===== src/rtl/serial_subtractor_if.sv =====
// Start/done handshake and operand/result bundle for serial_subtractor.
// Adds ovf when SERIAL_SUB_OVF_EN is defined.
interface serial_subtractor_if #(
  parameter int unsigned WIDTH = 8
);
  logic             start;
  logic [WIDTH-1:0] a;
  logic [WIDTH-1:0] b;
  logic             busy;
  logic             done;
  logic [WIDTH-1:0] diff;
  logic             borrow;
`ifdef SERIAL_SUB_OVF_EN
  logic             ovf;

  modport master (output start, a, b, input busy, done, diff, borrow, ovf);
  modport slave  (input start, a, b, output busy, done, diff, borrow, ovf);
`else
  modport master (output start, a, b, input busy, done, diff, borrow);
  modport slave  (input start, a, b, output busy, done, diff, borrow);
`endif
endinterface


===== src/rtl/serial_subtractor.sv =====
// Bit-serial unsigned subtractor, LSB first: one full-adder slice with b inverted and carry-in 1.
// Define SERIAL_SUB_OVF_EN to add the signed-overflow output ovf.
module serial_subtractor #(
  parameter int unsigned WIDTH = 8
) (
  input logic                clk,
  input logic                rst,
  serial_subtractor_if.slave bus
);

  localparam int unsigned CntW = $clog2(WIDTH) + 1;
  localparam logic [CntW-1:0] LastCnt = CntW'(WIDTH - 1);

  typedef enum logic [1:0] {StIdle, StShift, StDone} state_e;

  state_e           state_q, state_d;
  logic [WIDTH-1:0] a_sr_q, a_sr_d;
  logic [WIDTH-1:0] b_sr_q, b_sr_d;
  // Holds the lower WIDTH-1 result bits; the final bit is merged straight into diff.
  logic [WIDTH-2:0] res_q, res_d;
  logic             carry_q, carry_d;
  logic [CntW-1:0]  cnt_q, cnt_d;
  logic [WIDTH-1:0] diff_q, diff_d;
  logic             borrow_q, borrow_d;
  logic             nb, s, cout;
`ifdef SERIAL_SUB_OVF_EN
  logic             a_msb_q, a_msb_d;
  logic             b_msb_q, b_msb_d;
  logic             ovf_q, ovf_d;
`endif

  always_comb begin
    state_d  = state_q;
    a_sr_d   = a_sr_q;
    b_sr_d   = b_sr_q;
    res_d    = res_q;
    carry_d  = carry_q;
    cnt_d    = cnt_q;
    diff_d   = diff_q;
    borrow_d = borrow_q;
`ifdef SERIAL_SUB_OVF_EN
    a_msb_d  = a_msb_q;
    b_msb_d  = b_msb_q;
    ovf_d    = ovf_q;
`endif
    nb   = ~b_sr_q[0];
    s    = a_sr_q[0] ^ nb ^ carry_q;
    cout = (a_sr_q[0] & nb) | (a_sr_q[0] & carry_q) | (nb & carry_q);

    unique case (state_q)
      StIdle, StDone: begin
        state_d = StIdle;
        if (bus.start) begin
          state_d = StShift;
          a_sr_d  = bus.a;
          b_sr_d  = bus.b;
          carry_d = 1'b1;
          cnt_d   = '0;
`ifdef SERIAL_SUB_OVF_EN
          a_msb_d = bus.a[WIDTH-1];
          b_msb_d = bus.b[WIDTH-1];
`endif
        end
      end
      StShift: begin
        a_sr_d  = a_sr_q >> 1;
        b_sr_d  = b_sr_q >> 1;
        res_d   = (WIDTH-1)'({s, res_q} >> 1);
        carry_d = cout;
        cnt_d   = cnt_q + CntW'(1);
        if (cnt_q == LastCnt) begin
          state_d  = StDone;
          diff_d   = {s, res_q};
          borrow_d = ~cout;
`ifdef SERIAL_SUB_OVF_EN
          ovf_d    = (a_msb_q ^ b_msb_q) & (s ^ a_msb_q);
`endif
        end
      end
      default: state_d = StIdle;
    endcase
  end

  always_ff @(posedge clk or posedge rst) begin
    if (rst) begin
      state_q  <= StIdle;
      a_sr_q   <= '0;
      b_sr_q   <= '0;
      res_q    <= '0;
      carry_q  <= 1'b0;
      cnt_q    <= '0;
      diff_q   <= '0;
      borrow_q <= 1'b0;
`ifdef SERIAL_SUB_OVF_EN
      a_msb_q  <= 1'b0;
      b_msb_q  <= 1'b0;
      ovf_q    <= 1'b0;
`endif
    end else begin
      state_q  <= state_d;
      a_sr_q   <= a_sr_d;
      b_sr_q   <= b_sr_d;
      res_q    <= res_d;
      carry_q  <= carry_d;
      cnt_q    <= cnt_d;
      diff_q   <= diff_d;
      borrow_q <= borrow_d;
`ifdef SERIAL_SUB_OVF_EN
      a_msb_q  <= a_msb_d;
      b_msb_q  <= b_msb_d;
      ovf_q    <= ovf_d;
`endif
    end
  end

  assign bus.busy   = (state_q == StShift);
  assign bus.done   = (state_q == StDone);
  assign bus.diff   = diff_q;
  assign bus.borrow = borrow_q;
`ifdef SERIAL_SUB_OVF_EN
  assign bus.ovf    = ovf_q;
`endif

endmodule


===== src/flat_wrapper.sv =====
// flat-port wrapper written by rule: the top's interface ports become plain ports
module serial_subtractor_flat 
#(
  parameter int unsigned WIDTH = 8
)
  (clk, rst, bus_start, bus_a, bus_b, bus_busy, bus_done, bus_diff, bus_borrow);
  serial_subtractor_if #(.WIDTH(WIDTH)) bus_i ();
  input logic clk;
  input logic rst;
  input wire logic [$bits(bus_i.start)-1:0] bus_start;
  input wire logic [$bits(bus_i.a)-1:0] bus_a;
  input wire logic [$bits(bus_i.b)-1:0] bus_b;
  output wire logic [$bits(bus_i.busy)-1:0] bus_busy;
  output wire logic [$bits(bus_i.done)-1:0] bus_done;
  output wire logic [$bits(bus_i.diff)-1:0] bus_diff;
  output wire logic [$bits(bus_i.borrow)-1:0] bus_borrow;
  assign bus_i.start = bus_start;
  assign bus_i.a = bus_a;
  assign bus_i.b = bus_b;
  assign bus_busy = bus_i.busy;
  assign bus_done = bus_i.done;
  assign bus_diff = bus_i.diff;
  assign bus_borrow = bus_i.borrow;
  serial_subtractor #(.WIDTH(WIDTH)) u_core (.clk(clk), .rst(rst), .bus(bus_i));
endmodule

===== config.mk =====
export PLATFORM = sky130hd
export DESIGN_NAME = serial_subtractor_flat
export DESIGN_NICKNAME = d
export VERILOG_FILES = /design/src/rtl/serial_subtractor_if.sv /design/src/rtl/serial_subtractor.sv /design/src/flat_wrapper.sv
export SDC_FILE = /design/constraint.sdc
export NUM_CORES = 1
export LEC_CHECK = 0
export ABC_AREA = 1
export ABC_CLOCK_PERIOD_IN_PS = 1200
export CORE_AREA = 2 2 59 72
export DETAILED_ROUTE_END_ITERATION = 10
export DIE_AREA = 0 0 61 74
export PLACE_DENSITY = 0.79
export SLEW_MARGIN = 15
export SYNTH_ARGS = -nofsm -noshare
export SYNTH_HDL_FRONTEND = slang
export SYNTH_SLANG_ARGS = --single-unit

===== constraint.sdc =====
create_clock -name clk -period 1.2 [get_ports clk]
set_clock_uncertainty 0.1 [all_clocks]
set_input_delay 0.18 -clock clk [delete_from_list [all_inputs] [get_ports clk]]
set_output_delay 0.18 -clock clk [all_outputs]
set_load 0.01 [all_outputs]

# Word level (Yosys, flattened, before mapping)
# Cells that the tools add are included.
dict set report totals {
  ff_bits 39
  latchBits 0
  mem_bits_rw 0
  mem_bits_ro 0
  input_bits 19
  out_inout_bits 11
  word_cells 39
  mem_count 0
}
dict set report op_classes {
  n_addsub 1
  n_mul 0
  div 0
  order_cmp 0
  eq_ne 5
  shifts 0
  n_mux 11
  bitwise_logic 9
  n_reduce_logical 5
}
# op count
set op_table {}
lappend op_table {{$pmux 8 s2} 2}
lappend op_table {{$mux 8} 2}
lappend op_table {{$pmux 4 s2} 1}
lappend op_table {{$add 4x1->4 const B} 1}
lappend op_table {{$eq 4x3->1 const B} 1}
lappend op_table {{$mux 4} 1}
lappend op_table {{$pmux 2 s2} 1}
lappend op_table {{$reduce_and 2->1} 2}
lappend op_table {{$and 1x1->1} 3}
lappend op_table {{$eq 2x1->1 const B} 1}
lappend op_table {{$eq 2x2->1 const B} 1}
lappend op_table {{$logic_not 2->1} 1}
lappend op_table {{$mux 1} 2}
lappend op_table {{$mux 2} 1}
lappend op_table {{$ne 2x1->1 const B} 1}
lappend op_table {{$ne 2x2->1 const B} 1}
lappend op_table {{$not 1->1} 2}
lappend op_table {{$or 1x1->1} 2}
lappend op_table {{$pmux 1 s2} 1}
lappend op_table {{$reduce_bool 2->1} 1}
lappend op_table {{$reduce_or 2->1} 1}
lappend op_table {{$xor 1x1->1} 2}

# Depth between registers and ports, before layout
# Gate-level depths: netlist of run 1.
dict set report depth {
  depth_word 5
  depth_mapped 7
  ltp_nobuf 6
}

# Least setup slack after synthesis of run 1
# OpenSTA, ideal clock, no wires.
dict set report synth_path {
  path_kind {register to register}
  from {reg u_core.cnt_q[0]}
  to {reg u_core.diff_q[7] (netlist: u_core.bus.diff[7])}
  setup_ns 0.117
  arrival_ns 1.007
  required_ns 0.983
  path_slack_ns -0.024
  stages_incl_launch_ff 7
  n_path_buf 0
  period_less_slack_ns 1.224
  path_cell_list {dfrtp_1 -> ha_1 -> nand2_1 -> nor2_1 -> nand2_1 -> nand2_1 -> nand2_1}
}
dict set report synth_between {
  elab_chain_cells 2
}
# element line_no
set synth_lines {}
lappend synth_lines {{start: declaration} serial_subtractor.sv:22} ;# logic [CntW-1:0] cnt_q, cnt_d;
lappend synth_lines {{start signal: assignment} serial_subtractor.sv:105} ;# cnt_q <= cnt_d;
lappend synth_lines {{$eq 4x3->1} serial_subtractor.sv:71} ;# if (cnt_q == LastCnt) begin
lappend synth_lines {{$reduce_and 2->1 (no line)} -}
lappend synth_lines {{end signal: assignment} serial_subtractor.sv:106} ;# diff_q <= diff_d;
lappend synth_lines {{end: declaration} serial_subtractor.sv:23} ;# logic [WIDTH-1:0] diff_q, diff_d;
# No other way between the ends.
# A chain may end at the register's enable or synchronous reset.

# Worst setup path after layout of run 1
dict set report layout_path {
  from {reg u_core.state_q[1]}
  to {out bus_busy}
}
dict set report layout_between {
  elab_chain_cells 1
}
# element line_no
set layout_lines {}
lappend layout_lines {{start: declaration} serial_subtractor.sv:16} ;# state_e state_q, state_d;
lappend layout_lines {{start signal: assignment} serial_subtractor.sv:86} ;# state_q <= StIdle;
lappend layout_lines {{start signal: assignment} serial_subtractor.sv:100} ;# state_q <= state_d;
lappend layout_lines {{$eq 2x1->1} serial_subtractor.sv:116} ;# assign bus.busy = (state_q == StShift);
lappend layout_lines {{end: declaration} flat_wrapper.sv:13} ;# output wire logic [$bits(bus_i.busy)-1:0] bus_busy;
# No other way between the ends.

==> results.ini, run 1 <==
[final_layout]
finalNonFillerCells = 331
area_delta_synth_final_pct = 44.6
drive_above_1_share_pct = 26.0
final_util_pct = 65.0
nets = 297
n_fill_cell = 341
antenna_cells = 0

[clocking]
clk_latency_ns = 0.29
cts-root-buf = clkbuf_8
cts_made_buffers = 5
cts_tree = done
cts_max_path_buffers = 2
hold_buffers = 0
cts_sinks = 39
cts.clk_slew.worst_paths_ns = 0.08
htree_levels = 2

[pwr]
p_sw_uw = 2530
leakage_uw = 0.00136
p_seq_share_pct = 34.9
ir_drop_mv = 1.17
total_power_uw = 6670
clkPwrFrac_pct = 17.0
p_int_uw = 4140
p_comb_share_pct = 48.1
power_density_nw_per_um2 = 2670
switching_share_pct = 37.9

[synth]
synth-seq-cells = 39
ys_seq_area_share_pct = 56.4
syn-cell-area_um2 = 1730
ys.warnings.count = 0
synthTopCellsByArea = dfrtp_1 (56%), nand2_1 (30%), inv_1 (4.1%)
syn_nets = 243
syn_area_per_cell_um2 = 7.79
synthCells = 222
synth_top_area_cell = dfrtp_1
synth.distinct_cells = 16
yosysTopAreaCellShare_pct = 56.4

[placed_design]
io_buffers = 29
place_ws_ns = -0.171
dp_hpwl_um = 2270
routabilityCongestion = 0.778
place_inst = 312

[global_route]
grt_pass1_wl_um = 5970
grt_max_degree = 40
grt_pass1_vias = 1396
overflow = 0
track_usage_pct = 18.1
antenna_found_initial = 0

[sta]
fin_crit_sh_pct = 111
finalWorstSetupSlack_ns = -0.134
maxSlewViolCount = 0
finalWorstPathRequiredPeriod_ns = 1.33
rsz0062_at_grt = true
tightest_slew_ns = 0.207
setup_tns_ns = -2.56
relSlewSlack_pct = 86.2
fmax_mhz = 749
setup_viol = 36
finalHoldViolCount = 0

[route]
routedWlPerCell_um = 11.6
antenna_left = 0
drtPass1Iterations = 4
avgViaCountPerCell = 4.59
drc_errors = 0
routed_wl_um = 3830
vias = 1519
drt_iter0_markers = 98

[floorplanning]
io_pins = 30
fp.dieArea_um2 = 4510
core_area_um2 = 3850
dieWidth_um = 61
fp.dieH_um = 74
initial_utilization_pct = 44.9
core.rowCount = 25

[job]
cap_viol_max_count = 0

[setup_path]
worstPathMaxFanout = 2
critPathLaunchType = register
critical_path_arrival_ns = 1.05
cp_data_required_time_ns = 0.92
criticalPathCategory = reg2out
end_kind = output pin

[min_path]
hold_class = in2async

[outcome]
violations = setup timing
outcome = complete, but fails checks

-- cells in the mapped netlist, drive strengths merged --
cell type and instances:
a21oi 1, buf 5, dfrtp 39, fa 1, ha 1, inv 22, nand2 137, nand3 4
nand4 1, nor2 9, o21ai 1, or2 1
-- through the flow --
step,area [µm²],hold slack (ns)
after global routing,2500,0.166
after CTS,2410,0.145
final,2500,0.141
after detailed placement,2200,0.363
after global placement,2200,0.358
after floorplan,1730,0.197
-- worst paths after layout --
path	cells after the start	start	to	slack, ns
worst max-delay path	3	u_core.state_q[1]	bus_busy	-0.13
worst min-delay path	3	rst	u_core.bus.borrow	0.14
worst max register to register	8	u_core.state_q[1]	u_core.b_sr_q[3]	-0.12
worst min register to register	2	u_core.bus.diff[6]	u_core.bus.diff[6]	0.38
max in group asynchronous	3	rst	u_core.cnt_q[2]	0.68
min in group clk	3	bus_b[7]	u_core.b_sr_q[7]	0.32
-- critical path, cell delays in order (launching register included) --
cell and delay, ns:
dfrtp_1 0.41, buf_6 0.13, nor2_4 0.11, buf_6 0.12
-- logic make-up (layout without fill, tap and decap cells) --
group,count (synthesis),after routing,share of synthesized area [%]
AOI/OAI and AO/OA,2,2,0.578
buffers and inverters,27,81,6.51
DFF,39,39,56.4
and+or+nand+nor,152,153,34.6
adders and majority gates,2,2,1.88
-- registers in the layout, summed over array words and instances, names as in the netlist --
name	cells
u_core.bus.diff	8
u_core.state_q	2
u_core.bus.borrow	1
u_core.b_sr_q	8
u_core.carry_q	1
u_core.a_sr_q	8
u_core.res_q	7
u_core.cnt_q	4
-- layout by cell type, fill, tap and decap left out --
| cell type | Yosys | routed |
|---|---|---|
| clkbuf_2 | 0 | 9 |
| buf_6 | 0 | 5 |
| nor2_1 | 6 | 4 |
| nand3_1 | 4 | 2 |
| bufinv_16 | 0 | 1 |
| buf_12 | 0 | 4 |
| or2_2 | 1 | 1 |
| nand3_2 | 0 | 2 |
| ha_4 | 0 | 1 |
| buf_4 | 2 | 11 |
| clkdlybuf4s50_1 | 0 | 18 |
| clkinv_2 | 0 | 1 |
| clkbuf_8 | 0 | 6 |
| nor2_2 | 1 | 2 |
| inv_1 | 19 | 17 |
| o21ai_1 | 0 | 1 |
| nor2_4 | 2 | 4 |
| clkbuf_16 | 0 | 2 |
| inv_2 | 3 | 4 |
| dfrtp_1 | 39 | 39 |
| fa_2 | 0 | 1 |
| nand2_4 | 0 | 3 |
| inv_4 | 0 | 1 |
| nand2_2 | 0 | 12 |
| nand4_1 | 1 | 1 |
| nand2_1 | 137 | 122 |
| buf_2 | 3 | 1 |
| a21oi_1 | 1 | 1 |
| buf_8 | 0 | 1 |
-- power groups by stage --
stage	clock network [µW]	logic [µW]	registers, µW
after floorplan	0	1450	2290
after global placement	0	2470	2260
after detailed placement	0	2560	2280
after CTS	1150	2760	2270
after global routing	1220	3610	2400
final	1130	3210	2330
-- what timing repair did --
| action | 4_1_cts | 5_1_grt |
|---|---|---|
| pin swaps | 6 | 10 |
| setup buffers | 6 | 2 |
| setup endpoints to repair | 42 | 47 |
| hold endpoints to repair | 0 | 0 |
| cloned | 1 | 2 |
| gates resized for setup | 40 | 32 |
-- layout make-up --
class	instances	area (µm²)	area share, %
clock buffer	6	82.6	3.30
sequential	39	976	39.0
multi-input combinational	157	739	29.6
inverter	22	85.1	3.40
tap	54	67.6	2.70
timing repair buffer	51	514	20.6
clock inverter	2	35.0	1.40
-- layer usage --
metal / GRT usage [%] / part of all wire (%) / wire length, µm
met5: 0 / 0 / 0
met4: 5.80 / 1.8 / 70
met3: 5.22 / 3.9 / 150
met2: 31.3 / 51 / 1960
met1: 21.4 / 43 / 1650
(Power assumes the default switching activity.)
==> run 2, diff against run 1 <==
- CORE_AREA: 2 2 59 72 -> 2 2 67 63
- DIE_AREA: 0 0 61 74 -> 0 0 69 65
- GPL_ROUTABILITY_DRIVEN: unset -> 0
- PLACE_DENSITY: 0.79 -> 0.8
- TNS_END_PERCENT: unset -> 5
==> results.ini, run 2 (same netlist as run 1, synthesis figures left out) <==
[outcome]
outcome = complete, but fails checks  ; unchanged
violations = setup timing  ; unchanged

[pwr]
p_comb_share_pct = 45.6  ; was 48.1%
total_power_uw = 6030  ; was 6670 µW
clkPwrFrac_pct = 16.3  ; was 17.0%
p_int_uw = 3680  ; was 4140 µW
power_density_nw_per_um2 = 2570  ; was 2670 nW/µm²
ir_drop_mv = 0.941  ; was 1.17 mV
p_sw_uw = 2360  ; was 2530 µW
p_seq_share_pct = 38.1  ; was 34.9%
leakage_uw = 0.00128  ; was 0.00136 µW
switching_share_pct = 39.1  ; was 37.9%

[floorplanning]
core_area_um2 = 3850  ; about the same
fp.dieH_um = 65  ; was 74 µm
dieWidth_um = 69  ; was 61 µm
core.rowCount = 22  ; was 25
fp.dieArea_um2 = 4490  ; was 4510 µm²
io_pins = 30  ; unchanged
initial_utilization_pct = 44.9  ; about the same

[placed_design]
dp_hpwl_um = 2420  ; was 2270 µm
io_buffers = 29  ; unchanged
place_ws_ns = -0.180  ; was -0.171 ns

[route]
antenna_left = 0  ; unchanged
drc_errors = 0  ; unchanged
vias = 1487  ; was 1,519
routed_wl_um = 3700  ; was 3830 µm
drtPass1Iterations = 4  ; unchanged
drt_iter0_markers = 116  ; was 98
avgViaCountPerCell = 4.65  ; was 4.59
routedWlPerCell_um = 11.6  ; about the same

[setup_path]
end_kind = output pin  ; unchanged
cp_data_required_time_ns = 0.92  ; about the same
critical_path_arrival_ns = 1.00  ; was 1.05 ns
critPathLaunchType = register  ; unchanged
criticalPathCategory = reg2out  ; unchanged
worstPathMaxFanout = 2  ; unchanged

[final_layout]
drive_above_1_share_pct = 19.5  ; was 26.0%
final_common_cell = nand2_1  ; unchanged
nets = 292  ; was 297
layout_common_cells = nand2_1 (131), dfrtp_1 (39), inv_1 (19)  ; was nand2_1 (122), dfrtp_1 (39), clkdlybuf4s50_1 (18)
area_delta_synth_final_pct = 35.7  ; was 44.6%
antenna_cells = 0  ; unchanged

[clocking]
cts_made_buffers = 5  ; unchanged
cts.clk_slew.worst_paths_ns = 0.07  ; was 0.08 ns
cts_max_path_buffers = 2  ; unchanged
clk_latency_ns = 0.29  ; about the same
cts-root-buf = clkbuf_8  ; unchanged
cts_tree = done  ; unchanged
hold_buffers = 0  ; unchanged
htree_levels = 2  ; unchanged
cts_sinks = 39  ; unchanged

[sta]
setup_viol = 33  ; was 36
fmax_mhz = 784  ; was 749 MHz
rsz0062_at_grt = true  ; unchanged
finalWorstPathRequiredPeriod_ns = 1.28  ; was 1.33 ns
fin_crit_sh_pct = 106  ; was 111%
hold_slack_ns = 0.128  ; was 0.141 ns
finalWorstSetupSlack_ns = -0.0758  ; was -0.134 ns
finalHoldViolCount = 0  ; unchanged
maxSlewViolCount = 0  ; unchanged
tightest_slew_ns = 0.202  ; was 0.207 ns
relSlewSlack_pct = 86.5  ; was 86.2%

[global_route]
grt_pass1_vias = 1415  ; was 1,396
antenna_found_initial = 0  ; unchanged
grt_pass1_wl_um = 6130  ; was 5970 µm
track_usage_pct = 17.4  ; was 18.1%
grt_max_degree = 40  ; unchanged
overflow = 0  ; unchanged

[job]
cap_viol_max_count = 0  ; unchanged

[min_path]
hold_class = in2async  ; unchanged

[run 2: cell count changes in the layout (fill, tap and decap cells not counted), sizes merged]
cell and change:
clkbuf -4, buf -1, bufinv -1, clkinv -1
clkinvlp +1, nand2 +1
[run 2: worst paths after layout]
path,end,slack (ns),depth (start not counted),from
max in group asynchronous,u_core.a_sr_q[3],0.69,3,rst
min in group clk,u_core.b_sr_q[7],0.32,3,bus_b[7]
max,bus_busy,-0.08,2,u_core.state_q[1]
max reg2reg,u_core.cnt_q[3],-0.07,7,u_core.state_q[0]
min,u_core.res_q[5],0.13,3,rst
min reg2reg,u_core.a_sr_q[5],0.38,2,u_core.a_sr_q[5]
[run 2: cell type report]
| cell class | count | area (µm²) |
|---|---|---|
| Fill cell | 328 | 1510 |
| Sequential cell | 39 | 976 |
| Multi-Input combinational cell | 158 | 708 |
| Timing Repair Buffer | 45 | 415 |
| Clock buffer | 7 | 96.3 |
| Inverter | 22 | 82.6 |
| Tap cell | 48 | 60.1 |
| Clock inverter | 1 | 7.51 |
[run 2: timing repair]
item	in CTS	in global routing
endpoints found under the setup margin	43	44
gates cloned	1	1
resized for setup	35	20
buffers inserted	0	2
pin swaps	3	4
endpoints found under the hold margin	0	0
[run 2: worst max-delay path, stage by stage (launching register included)]
cell and delay (ns):
dfrtp_1 0.42, nor2_4 0.16, buf_6 0.12
[run 2: stage by stage]
step	std cells	instance area (µm²)	TNS (ns)	utilization (%)
after detailed placement	308	2210	-4.55	57.3
after global routing	320	2350	-3.55	60.9
after CTS	317	2330	-1.74	60.4
after floorplan	222	1730	0	-
final	320	2350	-1.58	60.9
after global placement	308	2210	-4.29	57.3
[run 2: power by group through the flow]
| stage | logic (µW) | clock network, µW | registers [µW] |
|---|---|---|---|
| floorplan | 1450 | 0 | 2290 |
| global placement | 2550 | 0 | 2260 |
| detailed placement | 2630 | 0 | 2270 |
| CTS | 2620 | 1020 | 2270 |
| global route | 3120 | 1060 | 2370 |
| finish | 2750 | 983 | 2300 |
[run 2: per-layer routing]
metal  track usage [%]  routed length, µm  share of wire, %
met5                 0                  0                 0
met4              6.62                 53               1.4
met3              4.98                110               3.0
met2              29.2               1840                50
met1              21.5               1700                46
